### config.mk
export PLATFORM = sky130hd
export DESIGN_NAME = instr_fetch
export DESIGN_NICKNAME = d
export VERILOG_FILES = /design/src/rtl/rv_pkg.sv /design/src/rtl/fetch_pc_reg.sv /design/src/rtl/instr_fetch.sv
export SDC_FILE = /design/constraint.sdc
export NUM_CORES = 1
export LEC_CHECK = 0
export CAP_MARGIN = 10
export CORE_MARGIN = 3
export CORE_UTILIZATION = 45
export DETAILED_ROUTE_END_ITERATION = 7
export PLACE_DENSITY = 0.81
export SLEW_MARGIN = 20
export SYNTH_ARGS = -nofsm -noshare
export SYNTH_HDL_FRONTEND = slang
export SYNTH_HIERARCHICAL = 1
export SYNTH_SLANG_ARGS = --single-unit
### constraint.sdc
create_clock -name clk -period 7 [get_ports clk]
set_clock_uncertainty 0.05 [all_clocks]
set_input_delay 1.4 -clock clk [delete_from_list [all_inputs] [get_ports clk]]
set_output_delay 1.4 -clock clk [all_outputs]
set_load 0.02 [all_outputs]
### src/rtl/rv_pkg.sv
// Shared RV32 front-end definitions: datapath width, base opcodes, fetch FSM states.
package rv_pkg;

  localparam int XLEN = 32;

  localparam logic [6:0] OPC_RTYPE  = 7'b0110011;
  localparam logic [6:0] OPC_ITYPE  = 7'b0010011;
  localparam logic [6:0] OPC_LOAD   = 7'b0000011;
  localparam logic [6:0] OPC_STORE  = 7'b0100011;
  localparam logic [6:0] OPC_BRANCH = 7'b1100011;
  localparam logic [6:0] OPC_JAL    = 7'b1101111;
  localparam logic [6:0] OPC_JALR   = 7'b1100111;
  localparam logic [6:0] OPC_LUI    = 7'b0110111;
  localparam logic [6:0] OPC_AUIPC  = 7'b0010111;

  typedef enum logic [1:0] {IDLE, REQ, WAIT, HOLD} fetch_state_e;

  function automatic logic [6:0] opcode_of(input logic [31:0] word);
    return word[6:0];
  endfunction

endpackage

### src/rtl/fetch_pc_reg.sv
// PC register with next-PC select: redirect beats sequential pc+4.
// INSTR_FETCH_MISALIGN_TRAP_EN: misaligned redirect targets go to TRAP_VEC and pulse misalign.
module fetch_pc_reg #(
  parameter int               XLEN     = rv_pkg::XLEN,
  parameter logic [XLEN-1:0]  RESET_PC = '0
`ifdef INSTR_FETCH_MISALIGN_TRAP_EN
  , parameter logic [XLEN-1:0] TRAP_VEC = XLEN'(32'h0000_0100)
`endif
) (
  input  logic            clk,
  input  logic            rst_n,
  input  logic            inc_en,
  input  logic            redir_en,
  input  logic [XLEN-1:0] redir_pc,
  output logic [XLEN-1:0] pc,
  output logic            misalign
);

  logic [XLEN-1:0] pc_d, pc_q;
  logic            mis_d, mis_q;

  always_comb begin
    pc_d  = pc_q;
    mis_d = 1'b0;
    if (redir_en) begin
`ifdef INSTR_FETCH_MISALIGN_TRAP_EN
      if (redir_pc[1:0] != 2'b00) begin
        pc_d  = TRAP_VEC;
        mis_d = 1'b1;
      end else begin
        pc_d  = redir_pc;
      end
`else
      // low bits dropped so the fetch address stays word aligned
      pc_d = redir_pc & ~XLEN'(3);
`endif
    end else if (inc_en) begin
      pc_d = pc_q + XLEN'(4);
    end
  end

  always_ff @(posedge clk or negedge rst_n) begin
    if (!rst_n) begin
      pc_q  <= RESET_PC;
      mis_q <= 1'b0;
    end else begin
      pc_q  <= pc_d;
      mis_q <= mis_d;
    end
  end

  assign pc       = pc_q;
  assign misalign = mis_q;

endmodule

### src/rtl/instr_fetch.sv
// Single-outstanding instruction fetch: imem valid/ready request, captured word held for decode.
// INSTR_FETCH_MISALIGN_TRAP_EN enables the misaligned-redirect trap (see fetch_pc_reg).
module instr_fetch #(
  parameter int               XLEN     = rv_pkg::XLEN,
  parameter logic [XLEN-1:0]  RESET_PC = '0
`ifdef INSTR_FETCH_MISALIGN_TRAP_EN
  , parameter logic [XLEN-1:0] TRAP_VEC = XLEN'(32'h0000_0100)
`endif
) (
  input  logic            clk,
  input  logic            rst_n,
  output logic            imem_req_valid,
  input  logic            imem_req_ready,
  output logic [XLEN-1:0] imem_req_addr,
  input  logic            imem_rsp_valid,
  input  logic [31:0]     imem_rsp_data,
  output logic            instr_valid,
  input  logic            instr_ready,
  output logic [31:0]     instr,
  output logic [XLEN-1:0] instr_pc,
  output logic [6:0]      opcode,
  input  logic            redirect_valid,
  input  logic [XLEN-1:0] redirect_pc,
  output logic            fetch_misalign
);
  import rv_pkg::*;

  fetch_state_e    state_d, state_q;
  logic            kill_d, kill_q;
  logic            req_valid_d, req_valid_q;
  logic            instr_valid_d, instr_valid_q;
  logic [31:0]     instr_d, instr_q;
  logic [XLEN-1:0] instr_pc_d, instr_pc_q;
  logic [6:0]      opcode_d, opcode_q;
  logic            pc_inc, redir_en;
  logic [XLEN-1:0] pc;

  assign redir_en = redirect_valid && (state_q != IDLE);

  fetch_pc_reg #(
    .XLEN     (XLEN),
    .RESET_PC (RESET_PC)
`ifdef INSTR_FETCH_MISALIGN_TRAP_EN
    , .TRAP_VEC (TRAP_VEC)
`endif
  ) u_pc (
    .clk      (clk),
    .rst_n    (rst_n),
    .inc_en   (pc_inc),
    .redir_en (redir_en),
    .redir_pc (redirect_pc),
    .pc       (pc),
    .misalign (fetch_misalign)
  );

  always_comb begin
    state_d    = state_q;
    kill_d     = kill_q;
    instr_d    = instr_q;
    instr_pc_d = instr_pc_q;
    pc_inc     = 1'b0;
    unique case (state_q)
      IDLE: state_d = REQ;
      REQ: begin
        // a redirect racing the accept kills the request already on its way
        if (imem_req_ready) begin
          state_d = WAIT;
          kill_d  = redirect_valid;
        end
      end
      WAIT: begin
        if (imem_rsp_valid) begin
          kill_d = 1'b0;
          if (kill_q || redirect_valid) begin
            state_d = REQ;
          end else begin
            instr_d    = imem_rsp_data;
            instr_pc_d = pc;
            pc_inc     = 1'b1;
            state_d    = HOLD;
          end
        end else if (redirect_valid) begin
          kill_d = 1'b1;
        end
      end
      HOLD: if (redirect_valid || instr_ready) state_d = REQ;
      default: state_d = IDLE;
    endcase
    req_valid_d   = (state_d == REQ);
    instr_valid_d = (state_d == HOLD);
    opcode_d      = instr_valid_d ? opcode_of(instr_d) : 7'b0000000;
  end

  always_ff @(posedge clk or negedge rst_n) begin
    if (!rst_n) begin
      state_q       <= IDLE;
      kill_q        <= 1'b0;
      req_valid_q   <= 1'b0;
      instr_valid_q <= 1'b0;
      instr_q       <= '0;
      instr_pc_q    <= '0;
      opcode_q      <= '0;
    end else begin
      state_q       <= state_d;
      kill_q        <= kill_d;
      req_valid_q   <= req_valid_d;
      instr_valid_q <= instr_valid_d;
      instr_q       <= instr_d;
      instr_pc_q    <= instr_pc_d;
      opcode_q      <= opcode_d;
    end
  end

  assign imem_req_valid = req_valid_q;
  assign imem_req_addr  = pc;
  assign instr_valid    = instr_valid_q;
  assign instr          = instr_q;
  assign instr_pc       = instr_pc_q;
  assign opcode         = opcode_q;

endmodule

==> flow_metrics.env <==
export IMPL_clkTransAtPathRegs_ps=80
export IMPL_crit_start="imem_rsp_valid"
export IMPL_wl_per_cell_um=16.6
export IMPL_grt_pass1_vias=3596
export IMPL_grt_ovfl_total=0
export IMPL_antenna_cells=0
export IMPL_cts_resized=0
export IMPL_dp_slack_ps=3090
export IMPL_cts_sinks=106
export IMPL_die_h_um=109
export IMPL_areaGrowthSynthToFinish_pct=40.1
export IMPL_synth_cell_area_mm2=0.00473
export IMPL_outcome="finished, final reports clean"
export IMPL_period_share=0.502
export IMPL_r2r_cells=7
export IMPL_worst_slack_ps=3480
export IMPL_hold_viol=0
export IMPL_crit_type="input port to flop"
export IMPL_whs_ps=460
export IMPL_start_kind="input port"
export IMPL_ys_flop_type="dfrtp_1"
export IMPL_max_freq_mhz=284
export IMPL_layout_nets=620
export IMPL_setup_tns_ps=0
export IMPL_regToRegStartpoint="state_q[0]"
export IMPL_min_from="instr_pc[4]"
export IMPL_cts_hold_buffers=0
export IMPL_cap_violations=0
export IMPL_rrSetupSlack_ps=4540
export IMPL_dp_hpwl_mm=8.24
export IMPL_async_flop_share=1.00
export IMPL_synth_cell_types=44
export IMPL_syn_area_per_cell_um2=12.3
export IMPL_cts_tree="built"
export IMPL_post_route_min_period_ps=3520
export IMPL_ys_seq_area_frac=0.560
export IMPL_total_power_uw=2610
export IMPL_hold_path_class="flop to flop"
export IMPL_r2r_end="u_pc/pc[31]"
export IMPL_final_layout_size_suffix_gt1_frac=0.156
export IMPL_drc_errors=0
export IMPL_grt_max_degree=61
export IMPL_vias=3451
export IMPL_antenna_found_initial=0
export IMPL_post_cts_buffers=0
export IMPL_rsz0062_at_grt="false"
export IMPL_vdd_drop_max_mv=0.178
export IMPL_synth_edff_count=0
export IMPL_initial_core_util=0.473
export IMPL_htreeDepth=3
export IMPL_end_kind="flop"
export IMPL_worstPathArrival_ps=3680
export IMPL_total_leakage_power_uw=0.00281
export IMPL_drt_iter0_drc=200
export IMPL_core_mm2=0.0100
export IMPL_gp_congestion=0.774
export IMPL_dieArea_mm2=0.0118
export IMPL_via_per_inst=5.05
export IMPL_endpoint="u_pc/pc[31]"
export IMPL_cts_buffers=9
export IMPL_numPortBuffers=170
export IMPL_grt_pass1_wl_mm=18.2
export IMPL_maxSlewHeadroom=0.277
export IMPL_row_count=36
export IMPL_cp_required_ps=7160
export IMPL_cts_max_path_buffers=2
export IMPL_slew_violations=0
export IMPL_ys_ff_latch=106
export IMPL_powerDensity_mw_per_mm2=393
export IMPL_synth_cells=384
export IMPL_yosysWarnings=6
export IMPL_setup_viol=0
export IMPL_ios=176
export IMPL_grt_usage=0.197
export IMPL_tightestPinTransition_ps=1070
export IMPL_die_w_um=109
export IMPL_clkLatencyLatePin_ps=350
export IMPL_critical_path_max_fanout=9
export IMPL_ant_nets=0
export IMPL_wirelength_mm=11.4
export IMPL_most_common_layout_cells="clkdlybuf4s50_1 (169), dfrtp_1 (106), nand2_1 (52), mux2_2 (39), o21ai_0 (31)"
export IMPL_layout_commonest_cell="clkdlybuf4s50_1"
export IMPL_drt_pass1_iter_count=4
export IMPL_cts_root_buf="clkbuf_8"
==> final cells by class <==
cell class / instances / area, um^2
clock buffers: 13 / 159
fillers: 777 / 3370
inverters: 7 / 26.3
multi-input cells: 252 / 1910
flip-flops and latches: 106 / 2650
well taps: 133 / 166
repair buffers: 173 / 1720
==> worst max-delay path, stage by stage <==
cell	delay, ps
clkdlybuf4s50_1	570
nand4bb_4	200
nor2_4	160
nand4_2	190
or3_1	610
nor4_4	310
xnor2_1	150
o21ai_1	80
==> cells in the mapped netlist (3+ instances only) <==
| library cell | instances | area (um^2) |
|---|---|---|
| clkbuf_1 | 7 | 26.3 |
| dfrtp_1 | 106 | 2650 |
| mux2_4 | 19 | 285 |
| a21oi_1 | 7 | 35.0 |
| buf_6 | 3 | 33.8 |
| nand2_1 | 52 | 195 |
| xor2_1 | 8 | 70.1 |
| nand4_1 | 3 | 18.8 |
| nor4_1 | 3 | 18.8 |
| o21ai_0 | 31 | 155 |
| o21ai_1 | 5 | 25.0 |
| nor3_1 | 7 | 35.0 |
| nand3_1 | 14 | 70.1 |
| nor2_1 | 9 | 33.8 |
| buf_4 | 7 | 52.6 |
| nor4_4 | 3 | 63.8 |
| inv_1 | 6 | 22.5 |
| mux2_2 | 39 | 439 |
| xnor2_1 | 21 | 184 |
| and3_1 | 5 | 31.3 |
==> logic make-up after synthesis <==
group,count (synthesis),share of synthesized area
DFF,106,0.560
other,1,0.000792
buffers and inverters,28,0.0399
and+or+nand+nor,112,0.131
muxes,60,0.157
AOI/OAI and AO/OA,47,0.0539
xor gates and xnor gates,29,0.0537
adders and majority gates,1,0.00264
==> stage by stage <==
| step | util | cells | area (um^2) |
|---|---|---|---|
| finish | 0.663 | 684 | 6630 |
| global route | 0.663 | 684 | 6630 |
| CTS | 0.663 | 684 | 6630 |
| detailed placement | 0.647 | 671 | 6470 |
| global placement | 0.647 | 671 | 6470 |
| floorplan | - | 386 | 4740 |
==> power by group <==
group	total (uW)	switching (uW)	internal (uW)
clock	327	183	144
sequential	1060	210	850
combinational	1220	572	650
total	2610	965	1640
==> per-layer routing <==
metal | GRT usage | vias to the layer above | part of all wire | routed length (um)
met4 | 0.0595 | 0 | 0.010 | 119
met3 | 0.0824 | 11 | 0.10 | 1150
met2 | 0.329 | 124 | 0.49 | 5610
met1 | 0.233 | 1676 | 0.39 | 4470
met5 | 0 | - | 0 | 0
li1 | - | 1640 | - | -
==> state kept, by name (all words and copies together) (netlist names) <==
| signal | cells |
|---|---|
| instr | 32 |
| imem_req_valid | 1 |
| u_pc/pc | 30 |
| kill_q | 1 |
| instr_valid | 1 |
| opcode | 7 |
| state_q | 2 |
| instr_pc | 32 |
==> worst min path at each step <==
stage / to / slack (ps) / depth (start not counted)
floorplan: kill_q / 530 / 2
global placement: instr[26] / 440 / 1
detailed placement: instr_pc[27] / 440 / 1
CTS: instr_pc[4] / 460 / 1
global route: instr_pc[26] / 480 / 1
finish: instr_pc[4] / 460 / 1
No activity file was read; power rests on OpenSTA's default activity.
